**src/rtl/demux_1_4_reg_if.sv**
```systemverilog
// Handshake bundle for demux_1_4_reg: one producer stream in, four registered
// consumer streams out, plus per-channel delivered-word counters.
interface demux_1_4_reg_if #(
   parameter int W  = 4,
   parameter int CW = 8
);
   logic          in_valid;
   logic          in_ready;
   logic [W-1:0]  in_data;
   logic [1:0]    in_sel;
   logic [3:0]    out_valid;
   logic [3:0]    out_ready;
   logic [W-1:0]  d0;
   logic [W-1:0]  d1;
   logic [W-1:0]  d2;
   logic [W-1:0]  d3;
   logic [CW-1:0] cnt0;
   logic [CW-1:0] cnt1;
   logic [CW-1:0] cnt2;
   logic [CW-1:0] cnt3;

   modport master (
      output in_valid, in_data, in_sel, out_ready,
      input  in_ready, out_valid, d0, d1, d2, d3, cnt0, cnt1, cnt2, cnt3
   );

   modport slave (
      input  in_valid, in_data, in_sel, out_ready,
      output in_ready, out_valid, d0, d1, d2, d3, cnt0, cnt1, cnt2, cnt3
   );
endinterface

```
**src/rtl/demux_1_4_reg.sv**
```systemverilog
// Registered 1:4 stream demultiplexer: each channel is a one-entry slot
// (EMPTY/FULL) that can drain and reload in the same cycle without a bubble.
module demux_1_4_reg #(
   parameter int W  = 4,
   parameter int CW = 8
) (
   input  logic             clk,
   input  logic             rst,
   demux_1_4_reg_if.slave   bus
);
   typedef enum logic {
      ST_EMPTY = 1'b0,
      ST_FULL  = 1'b1
   } slot_state_t;

   slot_state_t   r_state [4];
   slot_state_t   w_state_nxt [4];
   logic [W-1:0]  r_data [4];
   logic [CW-1:0] r_cnt [4];
   logic [3:0]    w_load;
   logic [3:0]    w_drain;
   logic          w_in_ready;
   logic          w_accept;

   // Handshake decode and per-slot next-state selection
   always_comb begin
      w_in_ready = 1'b0;
      w_accept   = 1'b0;
      w_load     = 4'b0000;
      w_drain    = 4'b0000;
      for (int k = 0; k < 4; k++) begin
         w_state_nxt[k] = r_state[k];
      end

      // A full slot can still accept when its consumer empties it this cycle
      w_in_ready = (r_state[bus.in_sel] == ST_EMPTY) || bus.out_ready[bus.in_sel];
      w_accept   = bus.in_valid && w_in_ready;

      for (int k = 0; k < 4; k++) begin
         w_load[k]  = w_accept && (bus.in_sel == 2'(k));
         w_drain[k] = (r_state[k] == ST_FULL) && bus.out_ready[k];
         case (r_state[k])
            ST_EMPTY: begin
               if (w_load[k]) begin
                  w_state_nxt[k] = ST_FULL;
               end else begin
                  w_state_nxt[k] = ST_EMPTY;
               end
            end
            ST_FULL: begin
               if (w_load[k]) begin
                  w_state_nxt[k] = ST_FULL;
               end else if (w_drain[k]) begin
                  w_state_nxt[k] = ST_EMPTY;
               end else begin
                  w_state_nxt[k] = ST_FULL;
               end
            end
            default: begin
               w_state_nxt[k] = ST_EMPTY;
            end
         endcase
      end
   end

   // Slot state, data and delivered-word counters
   always_ff @(posedge clk or posedge rst) begin
      if (rst) begin
         for (int k = 0; k < 4; k++) begin
            r_state[k] <= ST_EMPTY;
            r_data[k]  <= {W{1'b0}};
            r_cnt[k]   <= {CW{1'b0}};
         end
      end else begin
         for (int k = 0; k < 4; k++) begin
            r_state[k] <= w_state_nxt[k];
            if (w_load[k]) begin
               r_data[k] <= bus.in_data;
            end
            if (w_drain[k]) begin
               r_cnt[k] <= r_cnt[k] + {{(CW-1){1'b0}}, 1'b1};
            end
         end
      end
   end

   assign bus.in_ready  = w_in_ready;
   assign bus.out_valid = {r_state[3] == ST_FULL, r_state[2] == ST_FULL,
                           r_state[1] == ST_FULL, r_state[0] == ST_FULL};
   assign bus.d0        = r_data[0];
   assign bus.d1        = r_data[1];
   assign bus.d2        = r_data[2];
   assign bus.d3        = r_data[3];
   assign bus.cnt0      = r_cnt[0];
   assign bus.cnt1      = r_cnt[1];
   assign bus.cnt2      = r_cnt[2];
   assign bus.cnt3      = r_cnt[3];
endmodule

```
**src/flat_wrapper.sv**
```systemverilog
// flat-port wrapper written by rule: the top's interface ports become plain ports
module demux_1_4_reg_flat 
#(
   parameter int W  = 4,
   parameter int CW = 8
)
  (clk, rst, bus_in_valid, bus_in_data, bus_in_sel, bus_out_ready, bus_in_ready, bus_out_valid, bus_d0, bus_d1, bus_d2, bus_d3, bus_cnt0, bus_cnt1, bus_cnt2, bus_cnt3);
  demux_1_4_reg_if #(.W(W), .CW(CW)) bus_i ();
  input  logic clk;
  input  logic rst;
  input wire logic [$bits(bus_i.in_valid)-1:0] bus_in_valid;
  input wire logic [$bits(bus_i.in_data)-1:0] bus_in_data;
  input wire logic [$bits(bus_i.in_sel)-1:0] bus_in_sel;
  input wire logic [$bits(bus_i.out_ready)-1:0] bus_out_ready;
  output wire logic [$bits(bus_i.in_ready)-1:0] bus_in_ready;
  output wire logic [$bits(bus_i.out_valid)-1:0] bus_out_valid;
  output wire logic [$bits(bus_i.d0)-1:0] bus_d0;
  output wire logic [$bits(bus_i.d1)-1:0] bus_d1;
  output wire logic [$bits(bus_i.d2)-1:0] bus_d2;
  output wire logic [$bits(bus_i.d3)-1:0] bus_d3;
  output wire logic [$bits(bus_i.cnt0)-1:0] bus_cnt0;
  output wire logic [$bits(bus_i.cnt1)-1:0] bus_cnt1;
  output wire logic [$bits(bus_i.cnt2)-1:0] bus_cnt2;
  output wire logic [$bits(bus_i.cnt3)-1:0] bus_cnt3;
  assign bus_i.in_valid = bus_in_valid;
  assign bus_i.in_data = bus_in_data;
  assign bus_i.in_sel = bus_in_sel;
  assign bus_i.out_ready = bus_out_ready;
  assign bus_in_ready = bus_i.in_ready;
  assign bus_out_valid = bus_i.out_valid;
  assign bus_d0 = bus_i.d0;
  assign bus_d1 = bus_i.d1;
  assign bus_d2 = bus_i.d2;
  assign bus_d3 = bus_i.d3;
  assign bus_cnt0 = bus_i.cnt0;
  assign bus_cnt1 = bus_i.cnt1;
  assign bus_cnt2 = bus_i.cnt2;
  assign bus_cnt3 = bus_i.cnt3;
  demux_1_4_reg #(.W(W), .CW(CW)) u_core (.clk(clk), .rst(rst), .bus(bus_i));
endmodule
```
**config.mk**
```make
export PLATFORM = sky130hd
export DESIGN_NAME = demux_1_4_reg_flat
export DESIGN_NICKNAME = d
export VERILOG_FILES = /design/src/rtl/demux_1_4_reg_if.sv /design/src/rtl/demux_1_4_reg.sv /design/src/flat_wrapper.sv
export SDC_FILE = /design/constraint.sdc
export NUM_CORES = 1
export LEC_CHECK = 0
export CAP_MARGIN = 20
export CORE_MARGIN = 8
export CORE_UTILIZATION = 35
export DETAILED_ROUTE_END_ITERATION = 8
export PLACE_DENSITY = 0.75
export SLEW_MARGIN = 20
export SYNTH_ARGS = -nofsm -noshare
export SYNTH_HDL_FRONTEND = slang
export SYNTH_SLANG_ARGS = --single-unit
```
**constraint.sdc**
```tcl
create_clock -name clk -period 1.5 [get_ports clk]
set_input_delay 0.3 -clock clk [delete_from_list [all_inputs] [get_ports clk]]
set_output_delay 0.3 -clock clk [all_outputs]
set_load 0.03 [all_outputs]
```
# Yosys cells after proc, flatten, opt, wreduce, memory -nomap -nowiden
# Cells that the tools add are included.
# word_totals
reg_bits	52
latch_bits	0
mem_bits_rw	0
rom_bits	0
inputBits	13
word_cells	59
n_memories	0
# classes
n_addsub	4
n_mul	0
n_div	0
order_cmp	2
n_eq_ne	3
shifts	0
n_mux	21
bitwise	6
reduce_logical	11
# op_table
operator	n
adder 8 x 1 -> 8 bit, second input constant	4
two-way mux 1 bit	15
logical AND 1 bit	9
case mux 1 bit (2 select lines)	4
NOT 1 bit	5
binary-select mux 1 bit (select 2 bit)	2
equality test 2 bit, second input constant	2
greater-or-equal comparator 3 bit, second input constant	1
less-than comparator 2 x 3 -> 1 bit, second input constant	1
NOT 2 -> 3 bit	1
equality test 2 x 1 -> 1 bit, second input constant	1
logical NOT 2 bit	1
logical OR 1 bit	1

# Longest topological paths before layout
# depth
depth_word	10
mapped_depth	4

# Worst setup path before layout
# Ideal clock, no wire load.
# synth_timing
kind	register to output
start	register u_core.r_state (netlist bit u_core.bus.out_valid[3])
end	output bus_in_ready
arrival_time_ns	1.232
t_required_ns	1.200
setup_slack_ns	-0.032
path_stages_with_launch	3
path_cell_list	dfrtp_1 > nand2b_1 > mux4_2
# synth_via
elab_chain_cells	5
# synth_rtl
item	line_no	text
start: declaration	demux_1_4_reg.sv:16	slot_state_t r_state [4];
start signal: indexed assignment	demux_1_4_reg.sv:76	r_state[k] <= w_state_nxt[k];
binary-select mux 1 bit (select 2 bit)	demux_1_4_reg.sv:36	w_in_ready = (r_state[bus.in_sel] == ST_EMPTY) || bus.out_ready[bus.in_sel];
two-way mux 1 bit (implied by the code) (2 in a row)	demux_1_4_reg.sv:36	
NOT 1 bit	demux_1_4_reg.sv:36	
logical OR 1 bit	demux_1_4_reg.sv:36	
end: declaration	flat_wrapper.sv:15	output wire logic [$bits(bus_i.in_ready)-1:0] bus_in_ready;
# No other way between the ends. The select of a mux whose other input is x is not followed.

# Worst setup path in the final report
# layout_timing
start	input bus_in_sel[1]
end	output bus_in_ready
# layout_via
elab_chain_cells	6
# layout_rtl
item	line_no	text
start: declaration	flat_wrapper.sv:13	input wire logic [$bits(bus_i.in_sel)-1:0] bus_in_sel;
NOT 2 -> 3 bit (implied by the code)	demux_1_4_reg.sv:36	
binary-select mux 1 bit (select 2 bit)	demux_1_4_reg.sv:36	
two-way mux 1 bit (implied by the code) (2 in a row)	demux_1_4_reg.sv:36	
NOT 1 bit	demux_1_4_reg.sv:36	
logical OR 1 bit (*)	demux_1_4_reg.sv:36	
# Every way passes the cells marked *; elsewhere a longest branch is shown, timed or not. The select of a mux whose other input is x is not followed.

==> flow_summary.toml <==
[clock_network]
cts_buffers = 5
cts.sinks = 52
clk_latency_ps = 300
path_clk_slew_ps = 90
clockBufferDepth = 2
htree_levels = 2
cts_root_buf = "clkbuf_8"
tritoncts = "built"
holdBufCountCts = 0

[placed_design]
place.gp.congestion = 0.781
place_ws_ps = -395
place_inst = 324
numPortBuffers = 65
hpwl_um = 3730

[power]
pwr-share-seq_pct = 43.3
leakage_nw = 1.58
p_sw_share_pct = 39.2
ir_worst_vdd_v = 0.000760
switchingPower_w = 0.00182
powerDensity_mw_per_mm2 = 1470
combPwrFrac_pct = 39.1
p_int_w = 0.00282
total_power_w = 0.00464
power.share.clock_pct = 17.6

[setup_path]
path_buf_inv = 3
path_class = "in2out"
rr_startpoint = "u_core.bus.out_valid[2]"
r2r_setup_slack_ps = 100
crit_family = "buffers and inverters"
r2r_end = "u_core.bus.d2[3]"
critPathCaptureType = "primary output"
start_kind = "primary input"
r2r_cells = 4
cp_cell_sequence = "clkdlybuf4s50_1, buf_4, mux4_2, buf_6"
worstPathArrival_ps = 1430
slowest_delay_ps = 510
worst_path_max_delay_cell = "clkdlybuf4s50_1"
critPathMaxFanout = 4
critPathRequiredTime_ps = 1200

[yosys]
yosys.area.top_type_share_pct = 59.7
ys_seq_area_share_pct = 59.7
synth.area.top_cells = "dfrtp_1 (60%), mux2_2 (10%), xnor2_1 (8.0%)"
synth_top_area_cell = "dfrtp_1"
synth_seq_cells = 52
synthDistinctLibCells = 20
syn_nets = 183
synth_cells = 166
synth_warnings = 0
syn_area_mm2 = 0.00218
syn_area_per_cell_um2 = 13.1

[timing]
timing.fmax_mhz = 578
setup_viol = 1
holdWs_ps = 382
period_needed_ps = 1730
setup_slack_ps = -230
hold_violations = 0
rsz0062_at_grt = "yes"
skew_ps = 4.16
fin_tns_setup_ps = -230
drv_slew = 0
fin_crit_sh_pct = 115
worst_pin_slew_ps = 334
slew_headroom_pct = 77.8

[floorplan]
start_util_pct = 36.6
io_pins = 66
coreArea_mm2 = 0.00596
die_w_um = 94.9
die_area_mm2 = 0.00900
fp.dieH_um = 94.9
rows = 28

[worst_hold_path]
whs_path_depth = 3
hold_start = "bus_in_valid"
min_to = "u_core.bus.out_valid[1]"
hp-class = "in2reg"

[flow_run]
maxCapViolCount = 0

[cells_and_area]
final_layout_size_suffix_gt1_share_pct = 25.4
nets = 276
area_delta_synth_final_pct = 45.1
nFillCells = 577
instances_no_fill = 335
n_antenna_cell = 0

[routing]
drc_errors = 0
vias = 1598
drtIter0Drc = 24
routed_wl_um = 4810
first_pass_iters = 4
wl_per_cell_um = 14.3
antenna_left = 0
viasPerCell = 4.77

[run_status]
violations = "negative setup slack"
outcome = "finished with violations"

[grt]
grt_usage_pct = 11.2
grt_start_max_net_pins = 33
gr-total-overflow = 0
grt_pass1_vias = 1649
grt_pass1_wl_um = 7880
antenna_found_initial = 0
## logic make-up after synthesis
family / synth area share [%]
buffers and inverters: 0.172
adders and majority gates: 2.30
and+or+nand+nor: 14.7
xor gates and xnor gates: 11.3
muxes: 11.4
DFF: 59.7
AOI/OAI and AO/OA: 0.460
## registers in the layout, summed over array words and instances (netlist names)
signal,count
u_core.bus.cnt2,8
u_core.bus.d3,4
u_core.bus.cnt0,8
u_core.bus.cnt1,8
u_core.bus.d1,4
u_core.bus.cnt3,8
u_core.bus.d0,4
u_core.bus.d2,4
u_core.bus.out_valid,4
## cell usage in the layout (no fill, tap or decap), types with 4 or more instances in the layout
cell / instances
and3_1: 4
and4_1: 4
buf_4: 19
clkbuf_8: 6
clkdlybuf4s50_1: 6
dfrtp_1: 48
dfrtp_2: 4
dlygate4sd2_1: 55
ha_1: 4
mux2_2: 20
nand2_1: 24
nand2b_4: 4
nand3_1: 5
nand4_1: 4
nor2_1: 4
nor3_1: 4
xnor2_1: 20
xor2_1: 8
## metal layers
metal	GRT usage (%)	vias to the layer above	wire [um]	part of all wire, %
met3	3.25	5	302	6.3
met2	18.4	39	2350	49
met1	13.5	800	2100	44
met5	0	-	0	0
met4	4.29	0	54	1.1
li1	-	754	-	-
## power by group through the flow
stage	registers [W]	clock network, W	logic (W)
floorplan	0.00269	0	0.000431
global placement	0.00203	0	0.00204
detailed placement	0.00205	0	0.00207
CTS	0.00202	0.000854	0.00185
global route	0.00206	0.000899	0.00197
finish	0.00201	0.000819	0.00182
## Yosys cell counts, drive strengths merged
cell type / number
nand2: 25
nand2b: 4
nor2: 4
nor2b: 1
o21ai: 2
nor3b: 3
and3: 4
and4: 4
nand3: 5
inv: 1
ha: 4
nor3: 4
dfrtp: 52
xnor2: 20
mux4: 1
mux2: 20
nand4: 4
xor2: 8
## worst max-delay path by stage
stage	from	to	slack, ps	cells after the start
after detailed placement	bus_out_ready[3]	bus_in_ready	-390	4
final	bus_in_sel[1]	bus_in_ready	-230	4
after global routing	u_core.bus.out_valid[3]	bus_in_ready	-280	3
after CTS	u_core.bus.out_valid[3]	bus_in_ready	-260	3
after floorplan	u_core.bus.out_valid[3]	bus_in_ready	70	2
after global placement	bus_out_ready[2]	bus_in_ready	-400	4
## layout make-up
class	instances	area (um^2)	area share (%)
flip-flops and latches	52	1310	41.3
multi-input cells	113	903	28.6
repair buffers	86	758	24.0
well taps	75	93.8	2.97
clock buffers	6	82.6	2.61
clock inverters	2	10.0	0.317
inverters	1	7.51	0.237
## tightest hold or removal path, stage by stage
cell	delay, ps
dlymetal6s2s_1	160
nand2_2	110
o21ai_0	80
## timing repair
item	CTS	global route
endpoints found under the setup margin	65	12
buffers inserted	1	2
endpoints found under the hold margin	0	0
gates resized for setup	62	5
pin swaps	0	1
## per-stage QoR
step                      cell area, um^2  utilization (%)
final                                3160             53.1
after global routing                 3160             53.1
after CTS                            3150             52.9
after detailed placement             3090             51.9
after global placement               3090             51.9
after floorplan                      2190                -
No activity file was read; power rests on OpenSTA's default activity.
